--- src/rtl/debug_dump_tx_if.sv ---
// Bundle between the dump serializer, the halted datapath debug read ports
// and the UART TX handshake.
interface debug_dump_if #(
    parameter int DATA_WIDTH      = 32,
    parameter int DATA_WIDTH_UART = 8,
    parameter int ADDR_WIDTH      = 5
);
    logic                       i_start;
    logic [DATA_WIDTH-1:0]      i_pc;
    logic [ADDR_WIDTH-1:0]      o_reg_addr;
    logic [DATA_WIDTH-1:0]      i_reg_data;
    logic [ADDR_WIDTH-1:0]      o_mem_addr;
    logic [DATA_WIDTH-1:0]      i_mem_data;
    logic [DATA_WIDTH_UART-1:0] o_tx_byte;
    logic                       o_tx_signal;
    logic                       i_tx_done;
    logic                       o_busy;
    logic                       o_done;

    // Serializer side.
    modport slave (
        input  i_start, i_pc, i_reg_data, i_mem_data, i_tx_done,
        output o_reg_addr, o_mem_addr, o_tx_byte, o_tx_signal, o_busy, o_done
    );

    // Host / datapath / UART side.
    modport master (
        output i_start, i_pc, i_reg_data, i_mem_data, i_tx_done,
        input  o_reg_addr, o_mem_addr, o_tx_byte, o_tx_signal, o_busy, o_done
    );
endinterface

--- src/rtl/debug_dump_tx.sv ---
// Debug dump serializer: after a halt, streams PC, the register file and the
// data memory to the UART transmitter, one byte per TX handshake, LSB first.
//
// state   | meaning
// --------+-----------------------------------------------------------
// IDLE    | waiting for i_start; PC latched on acceptance
// SEND    | one-cycle o_tx_signal strobe for the current byte
// WAIT    | byte in flight; advance on i_tx_done
// FETCH   | next word address stable on the debug read port
// CAPTURE | read data captured into the word register
// DONE    | one-cycle o_done pulse after the final byte
module debug_dump_tx #(
    parameter int DATA_WIDTH      = 32,
    parameter int DATA_WIDTH_UART = 8,
    parameter int NUM_REGS        = 32,
    parameter int NUM_MEM         = 32,
    parameter int ADDR_WIDTH      = 5
) (
    input  logic        i_clock,
    input  logic        i_reset,
    debug_dump_if.slave bus
);
    localparam int LAST_IDX = NUM_REGS + NUM_MEM;
    localparam int WIDX_W   = $clog2(LAST_IDX + 1);
    localparam int BPW      = DATA_WIDTH / DATA_WIDTH_UART;
    localparam int BIDX_W   = (BPW > 1) ? $clog2(BPW) : 1;

    typedef enum logic [2:0] {
        IDLE    = 3'd0,
        SEND    = 3'd1,
        WAIT    = 3'd2,
        FETCH   = 3'd3,
        CAPTURE = 3'd4,
        DONE    = 3'd5
    } state_t;

    state_t                     state;
    state_t                     state_nxt;
    logic [WIDX_W-1:0]          word_idx;
    logic [BIDX_W-1:0]          byte_idx;
    logic [DATA_WIDTH-1:0]      word_reg;
    logic [DATA_WIDTH_UART-1:0] tx_byte;
    logic [ADDR_WIDTH-1:0]      reg_addr;
    logic [ADDR_WIDTH-1:0]      mem_addr;

    logic                       last_byte;
    logic                       last_word;
    logic [BIDX_W-1:0]          byte_nxt;
    logic [WIDX_W-1:0]          word_nxt;
    logic [DATA_WIDTH-1:0]      cap_word;
    logic [DATA_WIDTH_UART-1:0] next_byte;

    assign last_byte = (byte_idx == BIDX_W'(BPW - 1));
    assign last_word = (word_idx == WIDX_W'(LAST_IDX));
    assign byte_nxt  = byte_idx + 1'b1;
    assign word_nxt  = word_idx + 1'b1;
    // Index 1..NUM_REGS come from the register file, the rest from memory.
    assign cap_word  = (word_idx <= WIDX_W'(NUM_REGS)) ? bus.i_reg_data : bus.i_mem_data;
    assign next_byte = word_reg[int'(byte_nxt)*DATA_WIDTH_UART +: DATA_WIDTH_UART];

    // State register.
    always_ff @(posedge i_clock or negedge i_reset) begin
        if (!i_reset) begin
            state <= IDLE;
        end else begin
            state <= state_nxt;
        end
    end

    // Next-state decode; i_tx_done only matters in WAIT, i_start only in IDLE.
    always_comb begin
        state_nxt = state;
        case (state)
            IDLE:    if (bus.i_start) state_nxt = SEND;
            SEND:    state_nxt = WAIT;
            WAIT: begin
                if (bus.i_tx_done) begin
                    if (!last_byte)     state_nxt = SEND;
                    else if (last_word) state_nxt = DONE;
                    else                state_nxt = FETCH;
                end
            end
            FETCH:   state_nxt = CAPTURE;
            CAPTURE: state_nxt = SEND;
            DONE:    state_nxt = IDLE;
            default: state_nxt = IDLE;
        endcase
    end

    // Word/byte counters, word register, outgoing byte and debug read addresses.
    // The outgoing byte is loaded on every edge that enters SEND so it stays
    // frozen for the whole WAIT regardless of how long the UART takes.
    always_ff @(posedge i_clock or negedge i_reset) begin
        if (!i_reset) begin
            word_idx <= '0;
            byte_idx <= '0;
            word_reg <= '0;
            tx_byte  <= '0;
            reg_addr <= '0;
            mem_addr <= '0;
        end else begin
            case (state)
                IDLE: begin
                    if (bus.i_start) begin
                        word_reg <= bus.i_pc;
                        tx_byte  <= bus.i_pc[DATA_WIDTH_UART-1:0];
                        word_idx <= '0;
                        byte_idx <= '0;
                    end
                end
                WAIT: begin
                    if (bus.i_tx_done) begin
                        if (!last_byte) begin
                            byte_idx <= byte_nxt;
                            tx_byte  <= next_byte;
                        end else if (!last_word) begin
                            word_idx <= word_nxt;
                            byte_idx <= '0;
                            if (word_nxt <= WIDX_W'(NUM_REGS)) begin
                                reg_addr <= ADDR_WIDTH'(word_idx);
                            end else begin
                                mem_addr <= ADDR_WIDTH'(word_nxt - WIDX_W'(NUM_REGS + 1));
                            end
                        end
                    end
                end
                CAPTURE: begin
                    word_reg <= cap_word;
                    tx_byte  <= cap_word[DATA_WIDTH_UART-1:0];
                end
                default: ;
            endcase
        end
    end

    assign bus.o_tx_signal = (state == SEND);
    assign bus.o_busy      = (state != IDLE);
    assign bus.o_done      = (state == DONE);
    assign bus.o_tx_byte   = tx_byte;
    assign bus.o_reg_addr  = reg_addr;
    assign bus.o_mem_addr  = mem_addr;
endmodule

--- src/flat_wrapper.sv ---
// flat-port wrapper written by rule: the top's interface ports become plain ports
module debug_dump_tx_flat 
#(
    parameter int DATA_WIDTH      = 32,
    parameter int DATA_WIDTH_UART = 8,
    parameter int NUM_REGS        = 32,
    parameter int NUM_MEM         = 32,
    parameter int ADDR_WIDTH      = 5
)
  (i_clock, i_reset, bus_i_start, bus_i_pc, bus_i_reg_data, bus_i_mem_data, bus_i_tx_done, bus_o_reg_addr, bus_o_mem_addr, bus_o_tx_byte, bus_o_tx_signal, bus_o_busy, bus_o_done);
  debug_dump_if #(.DATA_WIDTH(DATA_WIDTH), .DATA_WIDTH_UART(DATA_WIDTH_UART), .ADDR_WIDTH(ADDR_WIDTH)) bus_i ();
  input  logic i_clock;
  input  logic i_reset;
  input wire logic [$bits(bus_i.i_start)-1:0] bus_i_start;
  input wire logic [$bits(bus_i.i_pc)-1:0] bus_i_pc;
  input wire logic [$bits(bus_i.i_reg_data)-1:0] bus_i_reg_data;
  input wire logic [$bits(bus_i.i_mem_data)-1:0] bus_i_mem_data;
  input wire logic [$bits(bus_i.i_tx_done)-1:0] bus_i_tx_done;
  output wire logic [$bits(bus_i.o_reg_addr)-1:0] bus_o_reg_addr;
  output wire logic [$bits(bus_i.o_mem_addr)-1:0] bus_o_mem_addr;
  output wire logic [$bits(bus_i.o_tx_byte)-1:0] bus_o_tx_byte;
  output wire logic [$bits(bus_i.o_tx_signal)-1:0] bus_o_tx_signal;
  output wire logic [$bits(bus_i.o_busy)-1:0] bus_o_busy;
  output wire logic [$bits(bus_i.o_done)-1:0] bus_o_done;
  assign bus_i.i_start = bus_i_start;
  assign bus_i.i_pc = bus_i_pc;
  assign bus_i.i_reg_data = bus_i_reg_data;
  assign bus_i.i_mem_data = bus_i_mem_data;
  assign bus_i.i_tx_done = bus_i_tx_done;
  assign bus_o_reg_addr = bus_i.o_reg_addr;
  assign bus_o_mem_addr = bus_i.o_mem_addr;
  assign bus_o_tx_byte = bus_i.o_tx_byte;
  assign bus_o_tx_signal = bus_i.o_tx_signal;
  assign bus_o_busy = bus_i.o_busy;
  assign bus_o_done = bus_i.o_done;
  debug_dump_tx #(.DATA_WIDTH(DATA_WIDTH), .DATA_WIDTH_UART(DATA_WIDTH_UART), .NUM_REGS(NUM_REGS), .NUM_MEM(NUM_MEM), .ADDR_WIDTH(ADDR_WIDTH)) u_core (.i_clock(i_clock), .i_reset(i_reset), .bus(bus_i));
endmodule
--- config.mk ---
export PLATFORM = sky130hd
export DESIGN_NAME = debug_dump_tx_flat
export DESIGN_NICKNAME = d
export VERILOG_FILES = /design/src/rtl/debug_dump_tx_if.sv /design/src/rtl/debug_dump_tx.sv /design/src/flat_wrapper.sv
export SDC_FILE = /design/constraint.sdc
export NUM_CORES = 1
export LEC_CHECK = 0
export CAP_MARGIN = 10
export CORE_MARGIN = 1.5
export CORE_UTILIZATION = 45
export DETAILED_ROUTE_END_ITERATION = 16
export PLACE_DENSITY_LB_ADDON = 0.2
export SLEW_MARGIN = 20
export SYNTH_ARGS = -nofsm -noshare
export SYNTH_HDL_FRONTEND = slang
export SYNTH_SLANG_ARGS = --single-unit
export TNS_END_PERCENT = 50
--- constraint.sdc ---
create_clock -name i_clock -period 3.03 [get_ports i_clock]
set_clock_uncertainty 0.1 [all_clocks]
set_input_delay 0.4545 -clock i_clock [delete_from_list [all_inputs] [get_ports i_clock]]
set_output_delay 0.4545 -clock i_clock [all_outputs]
set_load 0.02 [all_outputs]
==> metrics.csv <==
metric,value,unit
outcome,finished clean,
syn_inst,354,
syn-num-nets,458,
tightest_slew,0.936,ns
synth.area.top_cells,"dfrtp_1, mux2i_1, o21ai_0",
diodes,0,
wl_per_cell,16.4,µm
max_cap_viol_count,0,
syn-cell-area,3650,µm²
setup.worst_path.class,flip-flop to flip-flop,
max_slew_margin,37.5,%
dpl_worst_slack,0.194,ns
clk-insertion-delay-late,0.33,ns
vias,3196,
irDropWorstVdd,0.348,mV
dp_hpwl,7040,µm
ff2ff_setup_slack,0.40,ns
startpoint_type,flip-flop,
core_area,7810,µm²
fin_nets,574,
rr_endpoint,u_core.bus.o_tx_byte[4]$_DFFE_PN0P_,
clk_transition_reported_paths,0.06,ns
layout-drive-gt1-share,11.0,%
drv_slew,0,
intPower,0.00225,W
synth_edf_count,0,
path_buf_inv,1,
cp_max_fo,10,
track_usage,23.3,%
finalWirelength,9450,µm
via_per_inst,5.55,
post_cts_buffers,0,
synth_cell_types,45,
final_cell_count_no_fill,576,
p_comb_share,45.8,%
clock_power_share,16.8,%
finalHoldViolCount,0,
yosysMostFrequentCell,dfrtp_1,
power_switching,0.00127,W
cp.depth,7,
clock-sinks,62,
place.gp.congestion,0.842,
utilization,65.5,%
core.rowCount,32,
grt_pass1_wl,15700,µm
timing.fmax,381,MHz
drt_iter0_markers,205,
cts_resized,0,
die-height,93.1,µm
crit_family,multiplexers,
worstRegToRegCells,7,
tns,0,ns
hold_buffers,1,
htree_levels,3,
area_growth,40.0,%
path_cells,inv_1 -> ha_1 -> or4b_1 -> a21oi_4 -> mux2i_1 -> o22ai_1 -> mux2_1,
initial_core_util,46.8,%
rr_startpoint,u_core.word_idx[0]$_DFFE_PN0P_,
worst_slack,0.404,ns
cp-startpoint,u_core.word_idx[0]$_DFFE_PN0P_,
p_total,0.00352,W
clockBufferDepth,2,
ys_async_sr_fraction,100,%
grt_max_degree,49,
slowest_delay,0.54,ns
route.detailed.drc,0,
p_sw_share,36.0,%
power.density,688,nW/µm²
p_leak,2.45,nW
slowest_stage,or4b_1,
cts_tree,done,
finalCritPeriodShare,86.7,%
synth_warnings,0,
synth.top_cell.area_share,42.5,%
yosysTopAreaCell,dfrtp_1,
cts_buffers,9,
grt_overflow,0,
antenna_found_initial,0,
dp_cells,560,
synth_ff_type,dfrtp_1,
ys_top_cells_by_count,"dfrtp_1, o21ai_0, a21oi_1",
min_period,2.63,ns
io_pins,121,
io_buffers,120,
seq_power_share,37.4,%
grt_pass1_vias,3373,
synth_area_per_cell,10.3,µm²
finalSetupViolations,0,
yosysSeqAreaShare,42.5,%
root_buffer,clkbuf_8,
ant_nets,0,
largest_reg_flops,32,
dr.pass1.iters,5,
die_w,93.1,µm
endpoint_kind,flip-flop,
die_area,8670,µm²
cp.arrival,2.74,ns
rsz0062_at_grt,false,
critical_path_required,3.14,ns
ys_ff_latch,62,
min_path_type,input port to asynchronous set/reset pin,
[final cells by class]
| cell class | instances | area (µm²) |
|---|---|---|
| Fill cell | 647 | 2690 |
| Timing Repair Buffer | 134 | 1320 |
| Sequential cell | 62 | 1550 |
| Clock inverter | 2 | 10.0 |
| Multi-Input combinational cell | 260 | 1960 |
| Clock buffer | 13 | 139 |
| Inverter | 3 | 11.3 |
| Tap cell | 102 | 128 |
[worst max path at each step]
stage / to / slack, ns
2_1_floorplan: u_core.bus.o_tx_byte[4]$_DFFE_PN0P_ / 0.52
3_3_place_gp: u_core.bus.o_reg_addr[4]$_DFFE_PN0P_ / 0.24
3_5_place_dp: u_core.bus.o_reg_addr[0]$_DFFE_PN0P_ / 0.19
4_1_cts: u_core.bus.o_tx_byte[4]$_DFFE_PN0P_ / 0.42
5_1_grt: u_core.bus.o_tx_byte[0]$_DFFE_PN0P_ / 0.31
6_report: u_core.bus.o_tx_byte[4]$_DFFE_PN0P_ / 0.40
[cell usage in the layout (no fill, tap or decap), types with 3 or more instances in the layout]
cell / n
a21o_1: 24
inv_1: 3
o31ai_1: 3
mux2_4: 5
o22ai_1: 8
clkbuf_1: 4
xor2_1: 5
nand3_1: 3
clkdlybuf4s50_1: 119
mux2_2: 6
a21oi_1: 42
mux2_1: 7
or3_1: 5
o21a_1: 9
dfrtp_1: 62
ha_1: 4
nand2_1: 13
nand2b_1: 3
o21ai_0: 43
nor2_1: 14
mux4_2: 8
mux2i_1: 33
clkbuf_8: 9
buf_4: 12
[cell families after synthesis]
| family | share of synthesized area, % |
|---|---|
| compound gates | 23.1 |
| simple gates | 7.13 |
| fa+ha+maj | 1.37 |
| xor+xnor | 1.68 |
| mux | 20.0 |
| flops | 42.5 |
| buf+inv | 4.21 |
[layer usage]
layer  global-route usage (%)  vias to the layer above  part of all wire [%]
li1                         -                     1542                     -
met3                     3.90                       20                   4.9
met1                     28.5                     1518                    41
met5                        0                        -                     0
met4                     9.47                        0                   2.1
met2                     40.7                      116                    52
[per-stage QoR]
step	instance area [µm²]	hold slack, ns
floorplan	3650	0.0589
CTS	5110	0.353
finish	5110	0.348
global placement	4950	0.156
detailed placement	4950	0.158
global route	5110	0.377
[power by group through the flow]
stage	combinational [W]	clock, W	sequential (W)
global route	0.00177	0.000635	0.00136
finish	0.00161	0.000589	0.00132
global placement	0.00157	0	0.00132
CTS	0.00163	0.000599	0.00131
floorplan	0.00105	0	0.00132
detailed placement	0.00162	0	0.00133
Note: power is estimated with default switching activity, not from simulation.
